## src/rtl/v_ex_pkg.sv

```systemverilog
// Shared vector-execute definitions: ALU opcodes (common to decode and execute),
// execute FSM state encoding and the default lane element width.
package v_ex_pkg;

    localparam int unsigned VEX_SEW   = 32;
    localparam int unsigned VALU_OP_W = 5;

    localparam logic [VALU_OP_W-1:0] VALU_OP_NOP  = 5'd0;
    localparam logic [VALU_OP_W-1:0] VALU_OP_VADD = 5'd1;
    localparam logic [VALU_OP_W-1:0] VALU_OP_VMUL = 5'd2;

    typedef enum logic [1:0] {
        VEX_IDLE = 2'd0,
        VEX_MUL  = 2'd1,
        VEX_OUT  = 2'd2
    } vex_state_e;

endpackage

```

## src/rtl/v_ex_lane_mul.sv

```systemverilog
// Combinational SEW x SEW lane multiplier returning the low SEW bits of the product;
// the truncated product is identical for signed and unsigned operands.
module v_lane_mul
    import v_ex_pkg::*;
#(
    parameter int unsigned SEW = VEX_SEW
) (
    input  logic [SEW-1:0] a,
    input  logic [SEW-1:0] b,
    output logic [SEW-1:0] p
);

    assign p = a * b;

endmodule

```

## src/rtl/v_ex.sv

```systemverilog
// Vector execute stage: single-cycle lane-wise VADD, iterative VMUL (MUL_LPC lanes per
// cycle), results handed to write-back over valid/ready with the write-back tags.
module v_ex
    import v_ex_pkg::*;
#(
    parameter int unsigned VLMAX     = 8,
    parameter int unsigned SEW       = VEX_SEW,
    parameter int unsigned VALUOP_DW = 5,
    parameter int unsigned VREG_DW   = 256,
    parameter int unsigned VREG_AW   = 5,
    parameter int unsigned MUL_LPC   = 2
) (
    input  logic                 clk,
    input  logic                 rst,
    input  logic                 in_valid_i,
    output logic                 in_ready_o,
    input  logic [VALUOP_DW-1:0] valu_opcode_i,
    input  logic [VREG_DW-1:0]   operand_v1_i,
    input  logic [VREG_DW-1:0]   operand_v2_i,
    input  logic                 wb_en_i,
    input  logic                 wb_sel_i,
    input  logic [VREG_AW-1:0]   wb_addr_i,
    output logic                 out_valid_o,
    input  logic                 out_ready_i,
    output logic [VREG_DW-1:0]   vex_result_o,
    output logic                 vex_wb_en_o,
    output logic                 vex_wb_sel_o,
    output logic [VREG_AW-1:0]   vex_wb_addr_o,
    output logic                 busy_o
);

    localparam int unsigned NGRP = VLMAX / MUL_LPC;
    localparam int unsigned CW   = (NGRP > 1) ? $clog2(NGRP) : 1;
    localparam logic [CW-1:0] LAST_GRP = CW'(NGRP - 1);

    vex_state_e state;
    logic [CW-1:0]      grp_cnt;
    logic [VREG_DW-1:0] op_a;
    logic [VREG_DW-1:0] op_b;
    logic [VREG_DW-1:0] result_q;
    logic               wb_en_q;
    logic               wb_sel_q;
    logic [VREG_AW-1:0] wb_addr_q;

    logic               accept;
    logic               is_vmul;
    logic [VREG_DW-1:0] alu_res;
    int unsigned        grp_base;

    logic [MUL_LPC-1:0][SEW-1:0] mul_a;
    logic [MUL_LPC-1:0][SEW-1:0] mul_b;
    logic [MUL_LPC-1:0][SEW-1:0] mul_p;

    assign out_valid_o = (state == VEX_OUT);
    assign busy_o      = (state == VEX_MUL);
    assign in_ready_o  = !rst && (state != VEX_MUL) && (!out_valid_o || out_ready_i);
    assign accept      = in_valid_i && in_ready_o;
    assign is_vmul     = (valu_opcode_i == VALUOP_DW'(VALU_OP_VMUL));

    assign vex_result_o  = result_q;
    assign vex_wb_en_o   = wb_en_q;
    assign vex_wb_sel_o  = wb_sel_q;
    assign vex_wb_addr_o = wb_addr_q;

    // Single-cycle path; NOP and unknown opcodes yield zero.
    always_comb begin
        alu_res = '0;
        if (valu_opcode_i == VALUOP_DW'(VALU_OP_VADD)) begin
            for (int unsigned i = 0; i < VLMAX; i++) begin
                alu_res[i*SEW +: SEW] = operand_v1_i[i*SEW +: SEW] + operand_v2_i[i*SEW +: SEW];
            end
        end
    end

    always_comb begin
        grp_base = 32'(grp_cnt) * MUL_LPC;
        mul_a    = '0;
        mul_b    = '0;
        for (int unsigned k = 0; k < MUL_LPC; k++) begin
            mul_a[k] = op_a[(grp_base + k)*SEW +: SEW];
            mul_b[k] = op_b[(grp_base + k)*SEW +: SEW];
        end
    end

    for (genvar k = 0; k < MUL_LPC; k++) begin : g_mul
        v_lane_mul #(
            .SEW (SEW)
        ) u_lane_mul (
            .a (mul_a[k]),
            .b (mul_b[k]),
            .p (mul_p[k])
        );
    end

    // in_ready_o already excludes MUL and stalled OUT, so an accept always starts a
    // fresh op from IDLE or from a draining OUT (zero-bubble hand-over).
    always_ff @(posedge clk or posedge rst) begin
        if (rst) begin
            state     <= VEX_IDLE;
            grp_cnt   <= '0;
            op_a      <= '0;
            op_b      <= '0;
            result_q  <= '0;
            wb_en_q   <= 1'b0;
            wb_sel_q  <= 1'b0;
            wb_addr_q <= '0;
        end else if (accept) begin
            wb_en_q   <= wb_en_i;
            wb_sel_q  <= wb_sel_i;
            wb_addr_q <= wb_addr_i;
            grp_cnt   <= '0;
            if (is_vmul) begin
                op_a  <= operand_v1_i;
                op_b  <= operand_v2_i;
                state <= VEX_MUL;
            end else begin
                result_q <= alu_res;
                state    <= VEX_OUT;
            end
        end else begin
            case (state)
                VEX_MUL: begin
                    for (int unsigned k = 0; k < MUL_LPC; k++) begin
                        result_q[(grp_base + k)*SEW +: SEW] <= mul_p[k];
                    end
                    if (grp_cnt == LAST_GRP) begin
                        grp_cnt <= '0;
                        state   <= VEX_OUT;
                    end else begin
                        grp_cnt <= grp_cnt + CW'(1);
                    end
                end
                VEX_OUT: begin
                    if (out_ready_i) begin
                        state <= VEX_IDLE;
                    end
                end
                default: state <= VEX_IDLE;
            endcase
        end
    end

endmodule

```

## config.mk

```make
export PLATFORM = sky130hd
export DESIGN_NAME = v_ex
export DESIGN_NICKNAME = d
export VERILOG_FILES = /design/src/rtl/v_ex_pkg.sv /design/src/rtl/v_ex_lane_mul.sv /design/src/rtl/v_ex.sv
export SDC_FILE = /design/constraint.sdc
export NUM_CORES = 2
export LEC_CHECK = 0
export CAP_MARGIN = 5
export CORE_UTILIZATION = 40
export DETAILED_ROUTE_END_ITERATION = 8
export GPL_ROUTABILITY_DRIVEN = 0
export GPL_TIMING_DRIVEN = 0
export HOLD_SLACK_MARGIN = 0.08
export PLACE_DENSITY = 0.71
export SLEW_MARGIN = 20
export SYNTH_ARGS = -nofsm -noshare
export SYNTH_HDL_FRONTEND = slang
export SYNTH_HIERARCHICAL = 1
export SYNTH_SLANG_ARGS = --single-unit
```

## constraint.sdc

```tcl
create_clock -name clk -period 76.4 [get_ports clk]
set_input_delay 15.28 -clock clk [delete_from_list [all_inputs] [get_ports clk]]
set_output_delay 15.28 -clock clk [all_outputs]
set_load 0.01 [all_outputs]
```

After elaboration in Yosys (flattened, before gate mapping)

Cells that the tools add are included.

Register bits: 779
Output and inout port bits: 266

Equal/unequal tests: 9
$add $sub $neg: 12
Shift operators: 8
Multiply operators: 2
Muxes and demuxes: 14
Reduce and logical (&&, ||, !) cells: 10

Operators by type and width:

| cell                        | number |
|---|---|
| $mux W256                   | 4 |
| $bwmux W256                 | 2 |
| $shift A32 B34 Y256 const A | 2 |
| $shiftx A256 B33 Y32        | 2 |
| $shiftx A256 B9 Y32         | 2 |
| $shiftx A32 B34 Y256        | 2 |
| $add A32 B32 Y32            | 8 |
| $mul A32 B32 Y32            | 2 |
| $neg A8 Y34                 | 1 |
| $neg A9 Y34                 | 1 |
| $mux W2                     | 7 |
| $ne A3 B1 Y1 const B        | 2 |
| $reduce_and A2 Y1           | 3 |
| $eq A5 B1 Y1 const B        | 1 |
| $eq A5 B2 Y1 const B        | 1 |
| $add A3 B1 Y4 const B       | 1 |
| $eq A2 B2 Y1 const B        | 2 |
| $pmux W2 S2                 | 1 |
| $logic_and A1 B1 Y1         | 3 |
| $add A2 B1 Y2 const B       | 1 |
| $eq A2 B1 Y1 const B        | 1 |
| $logic_not A1 Y1            | 2 |
| $ne A2 B1 Y1 const B        | 1 |
| $ne A2 B2 Y1 const B        | 1 |
| 2 further kinds             | 2 |

Longest topological paths before layout

Word-level depth: 7
Gate-level depth with buffers: 33
Mapped depth without buffers: 28

By module

The synthesis kept the hierarchy.

By module, submodules not included:

| module                            | times used | sequential area each (µm²) | cells each | area an instance (µm²) |
|---|---|---|---|---|
| v_ex                              | 1          | 19493.7                    | 5201       | 45847.7 |
| v_lane_mul at g_mul[0].u_lane_mul | 1          | 0.0                        | 1712       | 15796.4 |
| v_lane_mul at g_mul[1].u_lane_mul | 1          | 0.0                        | 1702       | 15711.3 |

Worst setup path after synthesis

Ideal clock, no wire load.

Path kind: input port to output port
Start point: in out_ready_i
End point: out in_ready_o
Cell stages on the path: 2
Data arrival time: 15.593 ns
Setup slack: 45.527 ns
Path through: nor2b_1 > nor3_2

Word-level cells in the longest chain between the ends: 2

Ends and longest elaborated chain:

| what                | RTL line   | source |
|---|---|---|
| start: declaration  | v_ex.sv:24 | `input logic out_ready_i,` |
| $logic_or A1 B1 Y1  | v_ex.sv:56 | `assign in_ready_o = !rst && (state != VEX_MUL) && (!out_valid_o \|\| out_ready_i);` |
| $logic_and A1 B1 Y1 | v_ex.sv:56 |  |
| end: declaration    | v_ex.sv:16 | `output logic in_ready_o,` |

No other way between the ends.

Worst setup path after layout

Start point: in rst
End point: out in_ready_o

Word-level cells in the longest chain between the ends: 3

Ends and longest elaborated chain:

| what                              | RTL line   | source |
|---|---|---|
| start: declaration                | v_ex.sv:14 | `input logic rst,` |
| $logic_not A1 Y1 (no line)        | --         |  |
| $logic_and A1 B1 Y1 (2 in series) | v_ex.sv:56 |  |

No other way between the ends.

==> metrics.txt <==
status finished with violations; failing checks design-rule violations; buffer depth of the longest clock path 3; wire length of the first global-routing pass 549000 µm; Worst path max stage delay 790 ps; drt total wl 396000 µm; io pins 794; CTS Root Cell clkbuf_16; most used cell, CP clkdlybuf4s50_1; Layout area overhead 19.9%; Peak supply drop 0.0247 mV; Pre-antenna DRT Iters 9; Static Leak 43.5 nW; crit path max fanout 4; Antenna Nets Post-Route 0; max_slew headroom 0.0434; Die Span X 442 µm; largest net degree at the start of global routing 105; Synth Register Bits 779; power density over cell area 21.8 nW/µm²; Worst Path Arrival 17190 ps; HP Class flip-flop to flip-flop; crit path launch rst; Starting DRT DRC Count around 11k; Residual DRC 14; cells after synthesis 8615; fmax 30.8 MHz; commonest non-fill, non-tap cell in the layout nand2_1; Worst Path Required 61120 ps; initial antenna violation count 83; Clock Sinks ~780; Gate power share 0.516; DR WL/cell 32.5 µm; DR vias 75.9k; TritonCTS Buffers 86; drt via density 6.22; Hold Vio Cnt, Final 0; final setup fails 0; number of flops mapped to enable cells by yosys 0; clock-pin slew on the worst setup and hold paths 60 ps; Post-Syn Nets between 10k and 15k; DP Worst Slack 44060 ps; Reg2Reg Depth 30; Filler cells 17.7k; # port buffers roughly 790; kind of critical path primary input to primary output; compound-cell area share of the yosys netlist 0.104; adder and majority gate portion of the synthesized area 0.294; Worst R2R Start grp_cnt[1]$_DFFE_PP0P_; post-synthesis mux area share 0.0386; std cell rows between 150 and 200; Die Y 442 µm; Yosys warning count 6; Worst Setup Slack, final 43930 ps; post-synthesis sequential area ratio 0.252; CP top delay family buffers and inverters; ys async rst share 1.00; layout cells sized above 1 0.0508; internal power 1.08 mW; Multi-input gate area approximately 53000 µm²; Main synth FF type dfrtp_1; min cycle time layout 32470 ps; total gr overflow 0; H-tree depth 3; count of unique library cells instantiated by Yosys approximately 110; crit path to in_ready_o; Clk Latency, worst-skew pair 810 ps; DP Wirelength 317000 µm; mean area per synthesized cell 8.98 µm²; crit path launch type primary input; Slew @ Worst Pin 1420 ps; post-CTS sizing 0; reg2reg setup slack 64640 ps; # Max-Cap Violations 0; sequential cell area 19500 µm²; critical path depth 3; Core ar. about 190000 µm²; Post-CTS Setup Bufs 0; vias in the first global route 74.5k; main combinational cell family by area after synthesis adder cells; Critical R2R Capture vex_result_o[221]$_DFFE_PP0P_; most frequent cells in the layout nand2_1, fa_1, inv_1, clkdlybuf4s50_1, dfrtp_1; xor/xnor cell area share of the yosys netlist 0.0428; TNS Setup 0 ps; die area 195000 µm²; Final Slew Violations 0; nets@finish ~11k; Final Skew 78.1 ps; Critical-path top delay cell clkdlybuf4s50_1; Clock power frac 0.222; RSZ-0062 raised after global routing no; # hold bufs at CTS 0; area of the mapped netlist 77400 µm²; All-Layer GR Usage 0.399; share of power burned in registers 0.262; simple-gate share of the synthesized area 0.209; CTS tree yes; crit path buf inv count 2; final period utilization 0.425; CP endpoint kind primary output; sw frac 0.468; crit-path cells clkdlybuf4s50_1, nor3_2, clkdlybuf4s50_1; Starting Density 0.402; switching power 0.946 mW
[logic make-up (layout without fill, tap and decap cells)]
| logic type | count (synthesis) | after routing |
|---|---|---|
| other cells | 0 | 76 |
| flops | 779 | 779 |
| simple gates | 3611 | 3611 |
| buf+inv | 1236 | 2217 |
| compound gates | 1151 | 1151 |
| mux | 138 | 138 |
| xor+xnor | 378 | 378 |
| fa+ha+maj | 1322 | 1322 |
[how the worst min path moves through the flow]
stage	cells past startpoint	slack, ps	endpoint	from
after floorplan	2	440	op_a[128]$_DFFE_PP0P_	op_a[128]$_DFFE_PP0P_
after global placement	2	450	op_a[136]$_DFFE_PP0P_	op_a[136]$_DFFE_PP0P_
after detailed placement	2	460	op_b[101]$_DFFE_PP0P_	op_b[101]$_DFFE_PP0P_
after CTS	2	470	op_a[205]$_DFFE_PP0P_	op_a[205]$_DFFE_PP0P_
after global routing	2	490	op_b[176]$_DFFE_PP0P_	op_b[176]$_DFFE_PP0P_
final	2	480	op_b[101]$_DFFE_PP0P_	op_b[101]$_DFFE_PP0P_
[flip-flops by register name (all words and copies together), names as in the netlist]
signal,flops
vex_wb_sel_o,1
vex_result_o,256
grp_cnt,2
state,2
vex_wb_en_o,1
vex_wb_addr_o,5
op_a,256
op_b,256
[power groups by stage]
| stage | logic [mW] | registers, mW | clock network, mW |
|---|---|---|---|
| finish | 1.04 | 0.530 | 0.448 |
| floorplan | 0.482 | 0.526 | 0 |
| global route | 1.06 | 0.532 | 0.457 |
| global placement | 0.919 | 0.531 | 0 |
| detailed placement | 0.964 | 0.531 | 0 |
| CTS | 0.974 | 0.525 | 0.441 |
[routing by layer]
layer,GRT usage,routed length (µm),vias to the layer above
li1,-,-,29846
met1,0.442,126000,36773
met2,0.537,154000,7035
met3,0.204,65500,2187
met4,0.399,49800,36
met5,0.0259,651,-
[final cells by class]
| class | instances | area share |
|---|---|---|
| well taps | 2526 | 0.0341 |
| multi-input cells | 6600 | 0.577 |
| inverters | 804 | 0.0326 |
| flip-flops and latches | 779 | 0.210 |
| clock buffers | 125 | 0.0269 |
| diodes | 76 | 0.00205 |
| repair buffers | 830 | 0.0949 |
| clock inverters | 26 | 0.00403 |
| plain buffers | 432 | 0.0186 |
[stage by stage]
stage	hold WS [ps]	total power, mW	util	cells	area (µm²)
after floorplan	440	1.01	-	8615	77400
after global placement	452	1.45	0.460	11934	88500
after detailed placement	458	1.49	0.466	11971	89600
after CTS	472	1.94	0.481	12122	92500
after global routing	485	2.05	0.481	12156	92600
final	476	2.02	0.482	12198	92700
[worst register-to-register path: cells and delay by family (launching register included)]
kind	cells	cell delay [ps]
adders and majority gates	9	4270
xor gates and xnor gates	1	780
buffers and inverters	10	2950
muxes	1	800
DFF	1	470
and+or+nand+nor	4	1350
AOI/OAI and AO/OA	5	1060
[Yosys cell counts, types with 8 or more instances]
master    instances  area share
o31a_1            8     0.00091
clkbuf_1        380       0.018
dfrtp_1         779        0.25
a31o_2            8     0.00091
o21a_1           36      0.0035
o21ai_1          18      0.0012
nand4_1          38      0.0031
a22oi_1          26      0.0025
and2_1          756       0.061
mux4_2          128       0.037
o21ai_0         186       0.012
a21o_1          135       0.013
buf_1            26      0.0013
xor2_1          102       0.012
nor3_1           41      0.0027
nor2_1          556       0.027
nand2b_1         20      0.0016
xnor2_1         276       0.031
a221oi_1        189       0.021
a31oi_1          38      0.0031
o21bai_1         34      0.0033
nand2_1        2019       0.098
nand3_1          51      0.0033
a211oi_1         37      0.0036
a21oi_1         290       0.019
fa_1            824        0.21
ha_1            498       0.081
mux2i_1           9      0.0012
o31ai_1           8     0.00078
and3_1           37      0.0030
inv_1           804       0.039
o211ai_1         21      0.0020
nor2b_1          27      0.0022
or3_1            22      0.0018
buf_2            23      0.0015
Power figures use the tool's default switching activity.
